--- config.mk ---
export PLATFORM = sky130hd
export DESIGN_NAME = decoder_scan
export DESIGN_NICKNAME = d
export VERILOG_FILES = /design/src/rtl/decoder_scan.sv
export SDC_FILE = /design/constraint.sdc
export NUM_CORES = 1
export LEC_CHECK = 0
export BUFFER_PORTS_ARGS = -buffer_cell sky130_fd_sc_hd__buf_2
export CAP_MARGIN = 20
export CORE_ASPECT_RATIO = 1.2
export CORE_MARGIN = 3
export CORE_UTILIZATION = 50
export DETAILED_ROUTE_END_ITERATION = 6
export PLACE_DENSITY = 0.73
export SLEW_MARGIN = 20
export SYNTH_ARGS = -nofsm -noshare
export SYNTH_HDL_FRONTEND = slang
export SYNTH_SLANG_ARGS = --single-unit
--- constraint.sdc ---
create_clock -name clk -period 2.2 [get_ports clk]
set_input_delay 0.22 -clock clk [delete_from_list [all_inputs] [get_ports clk]]
set_output_delay 0.22 -clock clk [all_outputs]
set_load 0.01 [all_outputs]
--- src/rtl/decoder_scan.sv ---
// decoder_scan: registered one-hot decoder with a built-in channel scanner.
//
// Direct mode decodes a handshaked index onto a registered one-hot select.
// Scan mode walks the channels itself. Each channel is held for dwell+1
// cycles, and wrap pulses when the scan returns to the lowest channel.
//
// Ports:
//   clk, rst          rising-edge clock, synchronous active-high reset
//   en, mode          block enable; 0 = direct decode, 1 = scan
//   sel_valid/sel     index handshake (direct mode); sel_ready is the accept
//   dwell             per-channel hold, sampled at each channel start
//   mask              scan channel enable (only with DECSCAN_MASK_EN)
//   out, cur          registered one-hot select and its index
//   wrap, busy        wrap-around pulse; high while scanning
//
// Optional feature macro: DECSCAN_MASK_EN adds the mask port and lets the
// scan skip disabled channels.
module decoder_scan #(
    parameter int SEL_W   = 3,
    parameter int DWELL_W = 8
) (
    input  logic                  clk,
    input  logic                  rst,
    input  logic                  en,
    input  logic                  mode,
    input  logic                  sel_valid,
    input  logic [SEL_W-1:0]      sel,
    output logic                  sel_ready,
    input  logic [DWELL_W-1:0]    dwell,
`ifdef DECSCAN_MASK_EN
    input  logic [2**SEL_W-1:0]   mask,
`endif
    output logic [2**SEL_W-1:0]   out,
    output logic [SEL_W-1:0]      cur,
    output logic                  wrap,
    output logic                  busy
);

    localparam int OUT_W = 2**SEL_W;
    localparam logic [SEL_W-1:0]   SEL_ONE   = SEL_W'(1);
    localparam logic [DWELL_W-1:0] DWELL_ONE = DWELL_W'(1);

    typedef enum logic [1:0] {IDLE, DIRECT, SCAN} state_t;

    state_t             state;
    logic [DWELL_W-1:0] cnt;
    logic [OUT_W-1:0]   scan_mask;
    logic [SEL_W:0]     first_ch;   // {found, index}
    logic [SEL_W:0]     next_ch;    // {found, index}

`ifdef DECSCAN_MASK_EN
    assign scan_mask = mask;
`else
    assign scan_mask = '1;
`endif

    // First enabled channel at or above start, searching upward with
    // wrap-around. Returns {found, index}. The loop runs downward so that
    // the smallest offset is the last write and therefore wins.
    function automatic logic [SEL_W:0] find_from(input logic [SEL_W-1:0] start,
                                                 input logic [OUT_W-1:0] m);
        logic [SEL_W:0]   r;
        logic [SEL_W-1:0] idx;
        r = '0;
        for (int i = OUT_W - 1; i >= 0; i--) begin
            idx = start + SEL_W'(i);
            if (m[idx]) r = {1'b1, idx};
        end
        return r;
    endfunction

    function automatic logic [OUT_W-1:0] onehot(input logic [SEL_W-1:0] idx);
        return OUT_W'(1) << idx;
    endfunction

    assign first_ch  = find_from('0, scan_mask);
    assign next_ch   = find_from(cur + SEL_ONE, scan_mask);
    assign sel_ready = (state == DIRECT);

    always_ff @(posedge clk) begin
        if (rst) begin
            state <= IDLE;
            out   <= '0;
            cur   <= '0;
            wrap  <= 1'b0;
            busy  <= 1'b0;
            cnt   <= '0;
        end else if (!en) begin
            // cur holds on purpose, so software can see where the block stopped.
            state <= IDLE;
            out   <= '0;
            wrap  <= 1'b0;
            busy  <= 1'b0;
            cnt   <= '0;
        end else if (state != SCAN && mode) begin
            // Scan (re)start from IDLE or DIRECT always begins at the lowest channel.
            state <= SCAN;
            busy  <= 1'b1;
            wrap  <= 1'b0;
            if (first_ch[SEL_W]) begin
                out <= onehot(first_ch[SEL_W-1:0]);
                cur <= first_ch[SEL_W-1:0];
                cnt <= dwell;
            end else begin
                out <= '0;
                cnt <= '0;
            end
        end else begin
            case (state)
                IDLE: begin
                    state <= DIRECT;
                end
                DIRECT: begin
                    if (sel_valid) begin
                        out <= onehot(sel);
                        cur <= sel;
                    end
                end
                SCAN: begin
                    if (!mode) begin
                        state <= DIRECT;
                        busy  <= 1'b0;
                        wrap  <= 1'b0;
                        cnt   <= '0;
                    end else if (out == '0) begin
                        // Parked on an empty mask. Resume above cur without a wrap pulse.
                        wrap <= 1'b0;
                        if (next_ch[SEL_W]) begin
                            out <= onehot(next_ch[SEL_W-1:0]);
                            cur <= next_ch[SEL_W-1:0];
                            cnt <= dwell;
                        end
                    end else if (cnt != '0) begin
                        cnt  <= cnt - DWELL_ONE;
                        wrap <= 1'b0;
                    end else if (next_ch[SEL_W]) begin
                        out  <= onehot(next_ch[SEL_W-1:0]);
                        cur  <= next_ch[SEL_W-1:0];
                        cnt  <= dwell;
                        // A step to a lower index means the scan wrapped around.
                        wrap <= (next_ch[SEL_W-1:0] < cur);
                    end else begin
                        out  <= '0;
                        cnt  <= '0;
                        wrap <= 1'b0;
                    end
                end
                default: state <= IDLE;
            endcase
        end
    end

endmodule

==> run summary <==
Of all nets on the critical path, the largest fanout is 10. The number of post-CTS setup repair buffers is 0. The run finished with clean final reports. The CTS buffer count is 3. In this run the standard cell core region covers 0.00286 mm^2. The final total negative setup slack came out at 0 ns.

The worst slew margin relative to its limit is 61.8%. The total DRC errors in the routed layout came out at 0. Of the total power, combinational logic draws 22.9%. The sequential cell area fraction in the yosys report is 29.8%. The required time of the critical path came out at 2.39 ns. The ratio of routed vias to standard cells is 5.91. In this run the deepest clock path goes through 2 buffers.

The worst-case IR drop observed on VDD is 0.000351 V. Across all layers, the routed design uses 1524 vias. The cell area after synthesis is 0.00154 mm^2. The initial DRC count is 102. The global router's overall resource usage came out at 21.9%.

Setup violations remaining at the end of the flow were counted as 0. The total placed cells including tap cells came out at 254. The relative area change from synthesis to final layout came out at 13.4%. The slack of the critical path came out at 0.161 ns.

The final global-route overflow total is 0. The die outline area came out at 0.00379 mm^2. The switching power share of the total is 31.6%. The first detailed-routing pass ran for 4 iterations.

The total of flip-flops plus latches after synthesis is 23. In this run the tool buffered the top-level ports with 29 buffer cells. The average detailed-routed wire length per instance is 14.8 um. The area share of fa/ha/maj cells after synthesis is 7.30%. The setup slack at placement is 0.237 ns. TritonCTS built the clock tree. Once detailed placement completed, the half-perimeter wirelength came to 3030 um. The number of H-tree levels came out at 1. The reported max-cap violation count is 0. The main combinational cell family by area after synthesis is simple AND/OR/NAND/NOR gates. The largest clock skew in the final design came out at 0.00487 ns. The endpoint arrival time on the critical path is 2.23 ns. Cells fill 61.1% of the core in the end.

The net count of the finished layout came out at 250. The maximum operating frequency is 0.490 GHz. The cell at the root of the clock tree is sky130_fd_sc_hd__clkbuf_4. From bottom edge to top edge, the die measures 66.9 um.

Setup repair after global routing left no endpoint under its margin. The power density over cell area came out at 479 mW/mm^2. The critical path in this run is classified as reg2reg. The portion of the clock cycle consumed by the worst path in the final layout came out at 92.7%. The critical path endpoint category is a register. The insertion delay of the later-clocked pin in the worst-skew pair is 0.32 ns. The placer congestion estimate is 0.849.

The synthesized netlist net count is 219. The clock period minus worst slack is 2.04 ns. The post-synthesis cell count came out at 194. The post-route non-filler standard cell count came out at 258. The number of clock sinks came out at 23.

The internal power contribution came out at 572 uW. The I/O pin count came out at 30. The async set-or-reset flop fraction in the synthesized netlist is 0%.

The count of synthesis-stage warnings from yosys came out at 0. The number of nets with antenna violations after detailed routing came out at 0. The number of global-route vias before repair came out at 1497. The simple-gate share of the synthesized area came out at 25.3%.

The leakage power figure came out at 0.000742 uW. The final-report hold violation count is 0. Counting distinct cell types in the post-synthesis netlist gives 45. Among all flip-flop cells after synthesis, the most frequent one is sky130_fd_sc_hd__dfxtp_1. The smallest hold slack is 0.114 ns. The slew at the pin closest to its max-slew limit is 0.567 ns. Of the total synthesized cell area, the portion taken by XOR and XNOR cells is 1.70%. The net switching power figure came out at 265 uW. The path type of the worst min-delay path is in2reg. Cells with a size suffix above 1 make up 20.5% of the layout. The clock transition at the registers of the reported paths came out at 0.14 ns. The post-synthesis compound-gate area fraction is 19.5%.

The number of gates given a new drive strength after cts came out at 0. The number of antenna violations at the first check in global routing is 0. The number of max-slew violations in the final report was 0. The number of enable-type register cells in the synthesized netlist is 0.

The number of core rows is 21. The clock network fraction of total power came out at 24.6%. The sequential share of power is 52.5%.

The final wirelength came out at 3830 um. The number of hold buffers added after cts is 0. The pin count of the biggest net entering global routing is 14.

The starting utilization of the core area is 53.9%. Dividing the synthesized area by the synthesized cell count gives 7.95 um^2. The number of diodes added for antenna fixing came out at 0. The die boundary width is 56.7 um. The global-route wire length before repair is 6640 um. The multiplexer area fraction after synthesis came out at 9.65%.

STA classifies the critical path startpoint as a register.
-- critical path: stages (launching register included) --
cell	delay [ns]
sky130_fd_sc_hd__dfxtp_1	0.37
sky130_fd_sc_hd__nand2b_1	0.26
sky130_fd_sc_hd__ha_1	0.33
sky130_fd_sc_hd__nor3_2	0.34
sky130_fd_sc_hd__buf_4	0.25
sky130_fd_sc_hd__mux2i_1	0.25
sky130_fd_sc_hd__o22ai_1	0.11
-- worst paths after layout --
path | from | endpoint | slack (ns) | cells past startpoint
hold reg to reg | wrap | wrap | 0.46 | 2
hold / removal | rst | cur[2] | 0.11 | 2
setup reg to reg | state[0] | cnt[3] | 0.16 | 6
setup / recovery | state[0] | cnt[3] | 0.16 | 6
-- cell usage after synthesis (all sizes together), types with 2 or more instances --
cell / count / area, um^2
a31oi: 5 / 31.3
and2: 3 / 18.8
nand3: 11 / 55.1
o22ai: 3 / 18.8
mux2i: 10 / 100
inv: 16 / 65.1
a21oi: 15 / 75.1
a21o: 3 / 22.5
or4: 3 / 22.5
dfxtp: 23 / 460
nor2b: 6 / 37.5
nand2: 16 / 60.1
o31ai: 2 / 15.0
o21ai: 8 / 43.8
nand2b: 3 / 18.8
nor4: 6 / 43.8
nor3: 8 / 45.0
nor2: 13 / 48.8
ha: 9 / 113
clkbuf: 3 / 11.3
buf: 4 / 27.5
o2111ai: 3 / 26.3
mux2: 4 / 48.8
xnor2: 2 / 17.5
o211ai: 2 / 15.0
and3: 2 / 12.5
-- power groups by stage --
stage                     combinational [uW]  clock [uW]  sequential (uW)
after floorplan                          137           0              447
after global placement                   185           0              447
after detailed placement                 190           0              448
after CTS                                191         210              439
after global routing                     215         222              441
final                                    192         206              439
-- stage by stage --
stage	instance area, um^2	total power, uW
after CTS	1750	840
after global placement	1720	632
final	1750	837
after global routing	1750	877
after detailed placement	1720	638
after floorplan	1540	584
-- cells in the final DEF, fill, tap and decap left out, types with 3 or more instances in the layout --
cell type                   count
sky130_fd_sc_hd__o21ai_0        7
sky130_fd_sc_hd__nand2b_1       3
sky130_fd_sc_hd__dfxtp_1       23
sky130_fd_sc_hd__buf_2         29
sky130_fd_sc_hd__a31oi_1        5
sky130_fd_sc_hd__buf_4          4
sky130_fd_sc_hd__and2_1         3
sky130_fd_sc_hd__clkbuf_4       3
sky130_fd_sc_hd__nor2b_1        6
sky130_fd_sc_hd__a21o_1         3
sky130_fd_sc_hd__nor3_1         7
sky130_fd_sc_hd__mux2_2         3
sky130_fd_sc_hd__mux2i_1       10
sky130_fd_sc_hd__o2111ai_1      3
sky130_fd_sc_hd__nand2_1       16
sky130_fd_sc_hd__a21oi_1       15
sky130_fd_sc_hd__nor2_1        13
sky130_fd_sc_hd__ha_1           9
sky130_fd_sc_hd__inv_1         15
sky130_fd_sc_hd__o22ai_1        3
sky130_fd_sc_hd__nand3_1       11
sky130_fd_sc_hd__nor4_1         5
sky130_fd_sc_hd__or4_1          3
-- flip-flops by register name, indices dropped and copies added, names as in the netlist --
name,cells
cnt,8
out,8
cur,3
state,2
busy,1
wrap,1
-- layer usage --
metal	GRT usage (%)	vias to the layer above	wire (um)
met1	26.7	701	1610
met5	0	-	0
li1	-	758	-
met4	10.1	0	108
met2	38.7	53	1950
met3	1.94	12	162
-- final cells by class --
| cell class | count | area, um^2 |
|---|---|---|
| Fill cell | 288 | 1110 |
| Multi-Input combinational cell | 148 | 978 |
| Sequential cell | 23 | 460 |
| Timing Repair Buffer | 33 | 175 |
| Inverter | 16 | 65.1 |
| Tap cell | 34 | 42.5 |
| Clock buffer | 3 | 22.5 |
| Clock inverter | 1 | 5.00 |
-- cell families after synthesis --
kind of cell             Yosys count
adder cells (fa/ha/maj)            9
XOR/XNOR                           3
multiplexers                      14
AND/OR/NAND/NOR                   75
flip-flops                        23
AO/OA/AOI/OAI                     47
buffers and inverters             23
Power figures use the tool's default switching activity.
